<file path="src/rtl/hazard_scoreboard.sv">
// rtl/hazard_scoreboard.sv - pipeline register-hazard scoreboard with stall/forward/pending decode
// Optional multiply/divide busy stall compiled in with `define HAZ_MDU_STALL_EN.
module hazard_scoreboard #(
  parameter int DEPTH   = 3,
  parameter int AW      = 5,
  parameter int TW      = 3,
  parameter int FW      = 2,
  parameter int MUL_LAT = 5,
  parameter int DIV_LAT = 10
) (
  input  logic          clk,
  input  logic          reset,
  input  logic [AW-1:0] d_a1,
  input  logic [AW-1:0] d_a2,
  input  logic [TW-1:0] d_tuse_rs,
  input  logic [TW-1:0] d_tuse_rt,
  input  logic [AW-1:0] d_a3,
  input  logic [TW-1:0] d_tnew,
  input  logic          flush,
`ifdef HAZ_MDU_STALL_EN
  input  logic          d_isdm,
  input  logic          e_md_start,
  input  logic          e_md_div,
  output logic          md_busy,
`endif
  output logic          stall,
  output logic [FW-1:0] fwd_rs,
  output logic [FW-1:0] fwd_rt,
  output logic          pend_rs,
  output logic          pend_rt
);

  logic [DEPTH:1] e_valid;
  logic [AW-1:0]  e_a3  [DEPTH:1];
  logic [TW-1:0]  e_rem [DEPTH:1];

  logic          rs_req;
  logic          rt_req;
  logic          md_req;
  logic [TW-1:0] d_rem;

  assign d_rem = (d_tnew == '0) ? '0 : d_tnew - TW'(1);

  always_ff @(posedge clk or posedge reset) begin
    if (reset) begin
      for (int k = 1; k <= DEPTH; k++) begin
        e_valid[k] <= 1'b0;
        e_a3[k]    <= '0;
        e_rem[k]   <= '0;
      end
    end else begin
      if (stall || flush) begin
        e_valid[1] <= 1'b0;
        e_a3[1]    <= '0;
        e_rem[1]   <= '0;
      end else begin
        e_valid[1] <= 1'b1;
        e_a3[1]    <= d_a3;
        e_rem[1]   <= d_rem;
      end
      for (int k = 2; k <= DEPTH; k++) begin
        e_valid[k] <= e_valid[k-1];
        e_a3[k]    <= e_a3[k-1];
        e_rem[k]   <= (e_rem[k-1] == '0) ? '0 : e_rem[k-1] - TW'(1);
      end
    end
  end

  // Scanning from oldest to youngest lets the youngest match overwrite older ones.
  function automatic void classify(
    input  logic [AW-1:0] addr,
    input  logic [TW-1:0] tuse,
    output logic          req,
    output logic [FW-1:0] fwd,
    output logic          pend
  );
    logic          hit;
    logic [TW-1:0] r;
    int            idx;
    hit = 1'b0;
    r   = '0;
    idx = 0;
    for (int k = DEPTH; k >= 1; k--) begin
      if (e_valid[k] && (e_a3[k] == addr) && (addr != '0)) begin
        hit = 1'b1;
        r   = e_rem[k];
        idx = k;
      end
    end
    req  = hit && (r > tuse);
    fwd  = (hit && (r == '0)) ? FW'(idx) : '0;
    pend = hit && (r != '0) && (r <= tuse);
  endfunction

  always_comb begin
    rs_req  = 1'b0;
    rt_req  = 1'b0;
    fwd_rs  = '0;
    fwd_rt  = '0;
    pend_rs = 1'b0;
    pend_rt = 1'b0;
    classify(d_a1, d_tuse_rs, rs_req, fwd_rs, pend_rs);
    classify(d_a2, d_tuse_rt, rt_req, fwd_rt, pend_rt);
  end

`ifdef HAZ_MDU_STALL_EN
  localparam int MAXLAT = (DIV_LAT > MUL_LAT) ? DIV_LAT : MUL_LAT;
  localparam int CW     = $clog2(MAXLAT + 1);

  logic [CW-1:0] md_cnt;

  // A new issue restarts the count even if the unit is still busy.
  always_ff @(posedge clk or posedge reset) begin
    if (reset) begin
      md_cnt <= '0;
    end else if (e_md_start) begin
      md_cnt <= e_md_div ? CW'(DIV_LAT) : CW'(MUL_LAT);
    end else if (md_cnt != '0) begin
      md_cnt <= md_cnt - CW'(1);
    end
  end

  assign md_busy = (md_cnt != '0);
  assign md_req  = d_isdm & (md_busy | e_md_start);
`else
  assign md_req = 1'b0;
`endif

  assign stall = rs_req | rt_req | md_req;

endmodule

</file>
<file path="config.mk">
export PLATFORM = sky130hd
export DESIGN_NAME = hazard_scoreboard
export DESIGN_NICKNAME = d
export VERILOG_FILES = /design/src/rtl/hazard_scoreboard.sv
export SDC_FILE = /design/constraint.sdc
export NUM_CORES = 1
export LEC_CHECK = 0
export ABC_AREA = 0
export CELL_PAD_IN_SITES_DETAIL_PLACEMENT = 0
export CELL_PAD_IN_SITES_GLOBAL_PLACEMENT = 1
export CORE_MARGIN = 8
export CORE_UTILIZATION = 55
export CTS_BUF_LIST = sky130_fd_sc_hd__clkbuf_4
export DETAILED_ROUTE_END_ITERATION = 10
export DONT_BUFFER_PORTS = 1
export PLACE_DENSITY = 0.87
export SETUP_SLACK_MARGIN = 0.3
export SYNTH_ARGS = -nofsm -noshare
export SYNTH_HDL_FRONTEND = slang
export SYNTH_SLANG_ARGS = --single-unit
</file>
<file path="constraint.sdc">
create_clock -name clk -period 6 [get_ports clk]
set_input_delay 0.6 -clock clk [delete_from_list [all_inputs] [get_ports clk]]
set_output_delay 0.6 -clock clk [all_outputs]
set_load 0.05 [all_outputs]
</file>
==> results of run 1 <==
-- state kept, by name (all words and copies together) (netlist names) --
signal,flops
e_rem,9
e_a3,15
e_valid,3
-- stage by stage --
stage / hold slack, ns / cells
6_report: 0.3095 / 220
5_1_grt: 0.2859 / 220
4_1_cts: 0.3014 / 220
3_5_place_dp: 0.4139 / 216
3_3_place_gp: 0.4229 / 216
2_1_floorplan: 0.3734 / 172
-- kinds of logic after synthesis --
kind of cell,after synthesis
AOI/OAI and AO/OA,30
xor gates and xnor gates,30
adders and majority gates,10
buffers and inverters,17
DFF,27
and+or+nand+nor,58
-- layer usage --
layer / part of all wire [%] / vias to the layer above
met1: 44 / 636
met3: 5.8 / 6
met5: 0 / -
li1: - / 630
met4: 1.1 / 0
met2: 49 / 34
-- critical path: stages, from the launching register on --
cell                       delay [ns]
sky130_fd_sc_hd__dfrtp_1         0.45
sky130_fd_sc_hd__xor2_1          0.16
sky130_fd_sc_hd__nor4_1          0.47
sky130_fd_sc_hd__and3_1          0.35
sky130_fd_sc_hd__a31oi_1         0.11
sky130_fd_sc_hd__a22oi_1         0.43
sky130_fd_sc_hd__ha_1            0.33
sky130_fd_sc_hd__nor2b_1         0.13
sky130_fd_sc_hd__o21ai_0         0.14
sky130_fd_sc_hd__nand2b_1        0.10
sky130_fd_sc_hd__a21oi_1         0.14
sky130_fd_sc_hd__o31a_1          0.50
-- final timing paths --
path                               to  cells past startpoint
max                           pend_rs                     11
min                           e_a3[3]                      1
max reg2reg                  e_rem[2]                     13
min reg2reg                e_valid[3]                      0
max in group asynchronous    e_rem[2]                      1
min in group asynchronous     e_a3[3]                      1
-- cell type report --
| type | instances | area (um^2) |
|---|---|---|
| fill | 267 | 1180 |
| multi-input combinational | 128 | 1066 |
| sequential | 27 | 675.6 |
| inverter | 15 | 56.30 |
| tap | 44 | 55.05 |
| clock buffer | 3 | 22.52 |
| timing repair buffer | 2 | 15.01 |
| clock inverter | 1 | 7.507 |
-- synth_stat cells --
cell / number
sky130_fd_sc_hd__nand4_1: 9
sky130_fd_sc_hd__a31oi_1: 7
sky130_fd_sc_hd__a31o_2: 1
sky130_fd_sc_hd__and4_1: 2
sky130_fd_sc_hd__nor3b_2: 5
sky130_fd_sc_hd__a311oi_1: 1
sky130_fd_sc_hd__buf_1: 1
sky130_fd_sc_hd__nand2_1: 5
sky130_fd_sc_hd__or4_4: 2
sky130_fd_sc_hd__a22oi_1: 4
sky130_fd_sc_hd__dfrtp_1: 27
sky130_fd_sc_hd__or2_2: 1
sky130_fd_sc_hd__a221oi_2: 2
sky130_fd_sc_hd__clkbuf_1: 1
sky130_fd_sc_hd__o31a_1: 1
sky130_fd_sc_hd__nor2_2: 1
sky130_fd_sc_hd__nor2b_1: 2
sky130_fd_sc_hd__nor3b_1: 1
sky130_fd_sc_hd__nor4_4: 2
sky130_fd_sc_hd__nor3_2: 2
sky130_fd_sc_hd__nor3_1: 1
sky130_fd_sc_hd__a22o_1: 3
sky130_fd_sc_hd__nor2_1: 9
sky130_fd_sc_hd__o21a_1: 1
sky130_fd_sc_hd__ha_1: 10
sky130_fd_sc_hd__nand3_1: 5
sky130_fd_sc_hd__a21oi_1: 3
sky130_fd_sc_hd__nor2_4: 1
sky130_fd_sc_hd__xnor2_1: 20
sky130_fd_sc_hd__nand2b_1: 1
sky130_fd_sc_hd__nor4b_1: 1
sky130_fd_sc_hd__inv_1: 15
sky130_fd_sc_hd__o22ai_4: 1
sky130_fd_sc_hd__nor4_2: 2
sky130_fd_sc_hd__o21ai_0: 6
sky130_fd_sc_hd__nor4_1: 3
sky130_fd_sc_hd__xor2_1: 10
sky130_fd_sc_hd__and3_1: 1
sky130_fd_sc_hd__or2_4: 2
-- placed cells by master, fill, tap and decap left out, types with 4 or more instances in the layout --
cell / synthesis / layout
sky130_fd_sc_hd__xor2_1: 10 / 10
sky130_fd_sc_hd__xnor2_1: 20 / 20
sky130_fd_sc_hd__nand3_1: 5 / 5
sky130_fd_sc_hd__nand4_1: 9 / 9
sky130_fd_sc_hd__dfrtp_1: 27 / 27
sky130_fd_sc_hd__a31oi_1: 7 / 7
sky130_fd_sc_hd__a22oi_1: 4 / 4
sky130_fd_sc_hd__o21ai_0: 6 / 6
sky130_fd_sc_hd__inv_1: 15 / 15
sky130_fd_sc_hd__nand2_1: 5 / 5
sky130_fd_sc_hd__ha_1: 10 / 10
sky130_fd_sc_hd__nor2_1: 9 / 9
sky130_fd_sc_hd__nor3b_2: 5 / 5
-- power by group through the flow --
stage / sequential [W] / combinational, W / clock, W
2_1_floorplan: 0.000205 / 0.0000543 / 0
3_3_place_gp: 0.000210 / 0.0000602 / 0
3_5_place_dp: 0.000210 / 0.0000623 / 0
4_1_cts: 0.000206 / 0.0000626 / 0.0000799
5_1_grt: 0.000208 / 0.0000693 / 0.0000863
6_report: 0.000207 / 0.0000619 / 0.0000772
==> flow_summary.rst, run 1 <==
.. list-table::
   :header-rows: 1

   * - Metric
     - Value
   * - Result of the run
     - completed
   * - Share of the core filled with cells
     - 61.67%
   * - Clock edge transition at the registers on the reported setup and hold paths
     - about 0.15 ns
   * - Floorplan Core Area
     - about 0.0031 mm^2
   * - Power per Cell Area
     - between 150 and 200 mW/mm^2
   * - Category of the most critical setup path
     - register to output pin
   * - Final setup vio count
     - 0
   * - Worst hold path startpoint
     - flush
   * - Net count after synthesis
     - 209
   * - Sequential cell area fraction in the yosys report
     - 37.82%
   * - Pint
     - 0.0002461 W
   * - Largest clock skew in the final design
     - 0.01486 ns
   * - Number of violations of the max-capacitance limit
     - 0
   * - Global-route usage over all layers
     - approximately 15%
   * - Number of rows in the core area
     - 20
   * - Mapped cell area
     - between 0.0015 and 0.002 mm^2
   * - Mean instance size in the synthesized netlist
     - 10.39 um^2
   * - Antenna violations before repair
     - 0
   * - Warning count from the yosys run
     - 0
   * - Comb power frac
     - 17.9%
   * - Post-route standard cell area excluding fillers
     - 0.001898 mm^2
   * - Switching power of the nets
     - approximately 0.0001 W
   * - Floorplan die height
     - about 73 um
   * - Largest net degree at the start of global routing
     - 28
   * - Routed via count
     - 1306
   * - Longest Clk Path Bufs
     - 2
   * - First DRT Iteration DRCs
     - 87
   * - Transition at the pin with the smallest max-transition slack
     - 0.9684 ns
   * - Number of iterations in the first detailed-routing pass
     - 4
   * - Shortest period the worst path allows
     - 4.229 ns
   * - Hold WC Path Type
     - input port to register
   * - Fraction of the mapped netlist area in simple logic gates
     - 24.09%
   * - Layer carrying the most global-route usage
     - met2
   * - Root buf cell
     - sky130_fd_sc_hd__clkbuf_4
   * - RD Place Congestion
     - 0.8986
   * - Number of remaining DRC errors
     - 0
   * - Grt total ovfl
     - 0
   * - Critical path capture point type
     - output pin
   * - Mean routed wirelength per cell
     - 17.28 um
   * - CTS H-Tree Depth
     - 1
   * - Met1 GRT Util
     - 18.06%
   * - Synth top area cells
     - sky130_fd_sc_hd__dfrtp_1, sky130_fd_sc_hd__xnor2_1, sky130_fd_sc_hd__ha_1, sky130_fd_sc_hd__xor2_1, sky130_fd_sc_hd__nor3b_2
   * - Share of power burned in registers
     - 59.8%
   * - Setup TNS
     - 0 ns
   * - DP Worst Slack
     - 1.896 ns
   * - Post-synthesis adder-cell area fraction
     - 7.003%
   * - Final worst-path cycle share
     - 70.48%
   * - Worst setup slack after layout
     - 1.772 ns
   * - Share of layout cells above drive strength 1
     - 17.61%
   * - Worst endpoint data arrival time
     - 3.63 ns
   * - Fraction of synthesized cell area taken by the top area cell type
     - 37.82%
   * - Initial Utilization
     - 58.05%
   * - Relative slew margins
     - 35.37%
   * - Number of global-route vias before repair
     - roughly 1300
   * - Number of hold violations in the final report
     - 0
   * - Resize count post-CTS
     - 0
   * - IO buf count
     - 0
   * - Largest area contributor in the netlist
     - sky130_fd_sc_hd__dfrtp_1
   * - Leakage power summed over all cells
     - 0.8087 nW
   * - Number of I/O pins
     - 34
   * - Main combinational cell family by area after synthesis
     - simple AND/OR/NAND/NOR gates
   * - Highest Clock Rate
     - 236.5 MHz
   * - Average vias per placed instance
     - approximately 6
   * - CTS tree
     - built
   * - Total CTS buffers
     - 3
   * - Largest fanout on the critical path
     - 5
   * - Antenna diode count
     - 0
   * - Number of buffers added for setup after CTS
     - 0
   * - Worst reg-to-reg setup slack
     - 2.54 ns
   * - Max VDD drop
     - 180.1 uV
   * - Compound-cell area share of the yosys netlist
     - 12.82%
   * - Cell count after synthesis
     - approximately 170
   * - Chip width
     - approximately 73 um
   * - # clock sinks
     - 27
   * - Critical register-to-register path startpoint
     - e_a3[8]
   * - Flip-flop and latch count after synthesis
     - 27
   * - Fraction of synthesized area in multiplexers
     - 0%
   * - Distinct cells, synth
     - 39
   * - Layout overhead on the synthesized area
     - 6.232%
   * - Synthesized-area fraction occupied by xor and xnor cells
     - between 10 and 15%
   * - Number of pins with negative max-slew slack in the final report
     - 0
   * - Wire length of the first global-routing pass
     - 6279 um
   * - Half-perimeter wire length after detailed placement
     - 3195 um
   * - Met2 global-route usage
     - roughly 25%
   * - Total wire length
     - 3801 um
   * - Switching power as a share of total power
     - 28.80%
   * - Clock latency on the worst-skew pair
     - roughly 0.32 ns
   * - Post-route ant nets
     - 0
   * - Type of element launching the critical path
     - register
   * - Worst setup path startpoint
     - e_a3[8]
   * - Data required time of the worst path
     - 5.40 ns
   * - Die footprint
     - 0.005328 mm^2
   * - Clock share of power
     - around 22%
   * - Met3 Use GR
     - under 10%
   * - CTS Hold Bufs
     - 0
   * - Setup repair after global routing missed its margin
     - no
   * - Layout net count
     - around 210
   * - Final Total Pwr
     - 0.0003456 W
   * - Placed instance area
     - 0.001868 mm^2
Note: power is estimated with default switching activity, not from simulation.
==> run 2, diff against run 1 <==
--- a/config.mk
+++ b/config.mk
@@ -9,11 +9,11 @@
 export CELL_PAD_IN_SITES_DETAIL_PLACEMENT = 0
 export CELL_PAD_IN_SITES_GLOBAL_PLACEMENT = 1
 export CORE_MARGIN = 8
-export CORE_UTILIZATION = 55
+export CORE_UTILIZATION = 46
 export CTS_BUF_LIST = sky130_fd_sc_hd__clkbuf_4
 export DETAILED_ROUTE_END_ITERATION = 10
 export DONT_BUFFER_PORTS = 1
-export PLACE_DENSITY = 0.87
+export PLACE_DENSITY = 0.78
 export SETUP_SLACK_MARGIN = 0.3
 export SYNTH_ARGS = -nofsm -noshare
 export SYNTH_HDL_FRONTEND = slang
==> constraint.sdc (replaced) <==
create_clock -name clk -period 3.8 [get_ports clk]
set_input_delay 0.38 -clock clk [delete_from_list [all_inputs] [get_ports clk]]
set_output_delay 0.38 -clock clk [all_outputs]
set_load 0.05 [all_outputs]
==> flow_summary.rst, run 2 (synthesis results as in run 1) <==
.. list-table::
   :header-rows: 1

   * - Metric
     - Value
   * - Largest fanout on the critical path
     - 4 (was 5)
   * - Largest clock skew in the final design
     - 0.008278 ns (was 0.01486 ns)
   * - Slowest cell delay on critical path
     - 0.43 ns (was 0.50 ns)
   * - Half-perimeter wire length after detailed placement
     - 3196 um (was 3195 um)
   * - Global-route usage over all layers
     - 13.03% (was 14.89%)
   * - Most common cell after layout, fill and taps aside
     - sky130_fd_sc_hd__dfrtp_1 (unchanged)
   * - Chip width
     - 78.33 um (was 73.00 um)
   * - Switching power as a share of total power
     - 29.28% (was 28.80%)
   * - Die footprint
     - 0.006135 mm^2 (was 0.005328 mm^2)
   * - First DRT Iteration DRCs
     - 149 (was 87)
   * - Comb power frac
     - 21.8% (was 17.9%)
   * - Data required time of the worst path
     - 3.42 ns (was 5.40 ns)
   * - Largest reg by FF count
     - e_a3 (unchanged)
   * - Floorplan die height
     - 78.33 um (was 73.00 um)
   * - Post-route standard cell area excluding fillers
     - 0.002235 mm^2 (was 0.001898 mm^2)
   * - Post-route ant nets
     - 0 (unchanged)
   * - Layout overhead on the synthesized area
     - 25.07% (was 6.232%)
   * - Number of pins with negative max-slew slack in the final report
     - 0 (unchanged)
   * - Antenna diode count
     - 0 (unchanged)
   * - Number of violations of the max-capacitance limit
     - 0 (unchanged)
   * - CTS Hold Bufs
     - 0 (unchanged)
   * - Clock latency on the worst-skew pair
     - 0.32 ns (about the same)
   * - Pint
     - 0.0004041 W (was 0.0002461 W)
   * - Leakage power summed over all cells
     - 0.9581 nW (was 0.8087 nW)
   * - Result of the run
     - completed (unchanged)
   * - Hold WC Path Type
     - input port to register (unchanged)
   * - CTS H-Tree Depth
     - 1 (unchanged)
   * - CTS tree
     - built (unchanged)
   * - Setup repair after global routing missed its margin
     - yes (was no)
   * - Layout net count
     - 241 (was 214)
   * - RD Place Congestion
     - 0.8721 (was 0.8986)
   * - Category of the most critical setup path
     - register to output pin (unchanged)
   * - Share of layout cells above drive strength 1
     - 34.98% (was 17.61%)
   * - Total wire length
     - 4439 um (was 3801 um)
   * - Max VDD drop
     - 259.4 uV (was 180.1 uV)
   * - Transition at the pin with the smallest max-transition slack
     - 0.9763 ns (was 0.9684 ns)
   * - Largest registers in the final layout
     - e_a3: 15 flops, e_rem: 9 flops, e_valid: 3 flops (unchanged)
   * - Power per Cell Area
     - 255.7 mW/mm^2 (was 182.1 mW/mm^2)
   * - Top library cells by usage in the layout, fill and taps aside
     - sky130_fd_sc_hd__dfrtp_1, sky130_fd_sc_hd__buf_4, sky130_fd_sc_hd__xnor2_1 (was sky130_fd_sc_hd__dfrtp_1, sky130_fd_sc_hd__xnor2_1, sky130_fd_sc_hd__inv_1)
   * - Number of hold violations in the final report
     - 0 (unchanged)
   * - Worst endpoint data arrival time
     - 3.07 ns (was 3.63 ns)
   * - Number of global-route vias before repair
     - 1420 (was 1317)
   * - Number of rows in the core area
     - 22 (was 20)
   * - IO buf count
     - 0 (unchanged)
   * - Critical path capture point type
     - output pin (unchanged)
   * - Clock share of power
     - 21.3% (was 22.3%)
   * - Setup TNS
     - 0 ns (unchanged)
   * - Root buf cell
     - sky130_fd_sc_hd__clkbuf_4 (unchanged)
   * - Routed via count
     - 1476 (was 1306)
   * - Initial Utilization
     - 48.44% (was 58.05%)
   * - CP top delay family
     - simple AND/OR/NAND/NOR gates (was compound AO/OA/AOI/OAI gates)
   * - # clock sinks
     - 27 (unchanged)
   * - Largest net degree at the start of global routing
     - 28 (unchanged)
   * - Mean routed wirelength per cell
     - 17.69 um (was 17.28 um)
   * - Antenna violations before repair
     - 0 (unchanged)
   * - Share of power burned in registers
     - 56.9% (was 59.8%)
   * - Type of element launching the critical path
     - register (unchanged)
   * - Fill cell total of the finished layout
     - 308 (was 267)
   * - Wire length of the first global-routing pass
     - 6665 um (was 6279 um)
   * - Longest Clk Path Bufs
     - 2 (unchanged)
   * - Grt total ovfl
     - 0 (unchanged)
   * - Relative slew margins
     - 34.84% (was 35.37%)
   * - Floorplan Core Area
     - 0.003689 mm^2 (was 0.003078 mm^2)
   * - Shortest period the worst path allows
     - about 3.5 ns
   * - Crit path cell chain
     - xnor2_1 -> nand3_1 -> nor4_4 -> buf_4 -> buf_4 -> nand4_1 -> a22o_1 -> ha_2 -> nand3_1 -> o21a_1 -> a311oi_2 -> buf_6 (was xor2_1 -> nor4_1 -> and3_1 -> a31oi_1 -> a22oi_1 -> ha_1 -> nor2b_1 -> o21ai_0 -> nand2b_1 -> a21oi_1 -> o31a_1)
   * - Placed instance area
     - 0.001903 mm^2 (was 0.001868 mm^2)
   * - Final setup vio count
     - 0 (unchanged)
   * - Switching power of the nets
     - 0.0001673 W (was 0.00009955 W)
   * - Total CTS buffers
     - 3 (unchanged)
   * - Clock edge transition at the registers on the reported setup and hold paths
     - 0.15 ns (about the same)
   * - Highest Clock Rate
     - 289.5 MHz
   * - Number of iterations in the first detailed-routing pass
     - 5 (was 4)
   * - Number of I/O pins
     - 34 (unchanged)
   * - Number of buffers and inverters on the critical path
     - 3 (was 0)
   * - Number of remaining DRC errors
     - 0 (unchanged)
   * - Flip-flop count of the largest register after layout
     - 15 (unchanged)
   * - Average vias per placed instance
     - 5.880 (was 5.936)
   * - Slowest stage cell on the critical path
     - sky130_fd_sc_hd__dfrtp_1 (was sky130_fd_sc_hd__o31a_1)
   * - Final worst-path cycle share
     - 90.91%
[run 2: changes by cell type in the layout (fill, tap and decap cells not counted), moves of 3 or more]
| cell | before | now |
|---|---|---|
| sky130_fd_sc_hd__buf_4 | 2 | 25 |
| sky130_fd_sc_hd__ha_1 | 10 | 7 |
| sky130_fd_sc_hd__o21ai_0 | 6 | 3 |
| sky130_fd_sc_hd__o21ai_1 | 0 | 3 |
[run 2: final timing paths]
check	startpoint	to	slack [ns]	cells past startpoint
worst min register to register	e_valid[1]	e_valid[2]	0.45	0
max in group asynchronous	reset	e_a3[5]	3.05	1
min in group asynchronous	reset	e_a3[11]	0.15	1
worst max-delay path	e_a3[14]	pend_rt	0.35	12
worst min-delay path	flush	e_a3[0]	0.09	1
worst max register to register	e_a3[14]	e_a3[4]	0.76	14
[run 2: metrics by stage]
step	power [W]	hold slack, ns	utilization (%)	std cells	worst slack (ns)
floorplan	0.0004094	0.3734	-	172	0.3144
global placement	0.0004245	0.3989	51.59	224	0.5400
detailed placement	0.0004293	0.4135	51.59	224	0.4388
CTS	0.0005547	0.08963	54.38	233	0.3145
global route	0.0006017	0.06129	60.58	251	0.1658
finish	0.0005713	0.09466	60.58	251	0.3453
[run 2: area by class of cell]
class	count	area [um^2]	share of cell area (%)
clock buffers	3	22.52	1.008
clock inverters	1	5.005	0.2240
inverters	15	56.30	2.520
multi-input cells	128	1160	51.90
flip-flops and latches	27	675.6	30.24
well taps	48	60.06	2.688
repair buffers	29	255.2	11.42
[run 2: power by group through the flow]
stage	combinational, W	clock (W)	sequential, W
2_1_floorplan	0.0000864	0	0.000323
3_3_place_gp	0.0000941	0	0.000330
3_5_place_dp	0.0000984	0	0.000331
4_1_cts	0.000108	0.000123	0.000325
5_1_grt	0.000137	0.000137	0.000327
6_report	0.000124	0.000122	0.000325
[run 2: per-layer routing]
| metal | wire (um) | global-route usage, % | vias to the layer above |
|---|---|---|---|
| met4 | 74 | 3.333 | 0 |
| met2 | 2242 | 23.78 | 75 |
| li1 | - | - | 683 |
| met3 | 306 | 2.620 | 13 |
| met1 | 1815 | 15.05 | 705 |
| met5 | 0 | 0 | - |
[run 2: timing repair]
item,in CTS,in global routing
setup buffers,5,17
setup endpoints to repair,3,3
hold endpoints to repair,0,0
cloned,0,1
pin swaps,2,20
gates resized for setup,8,17
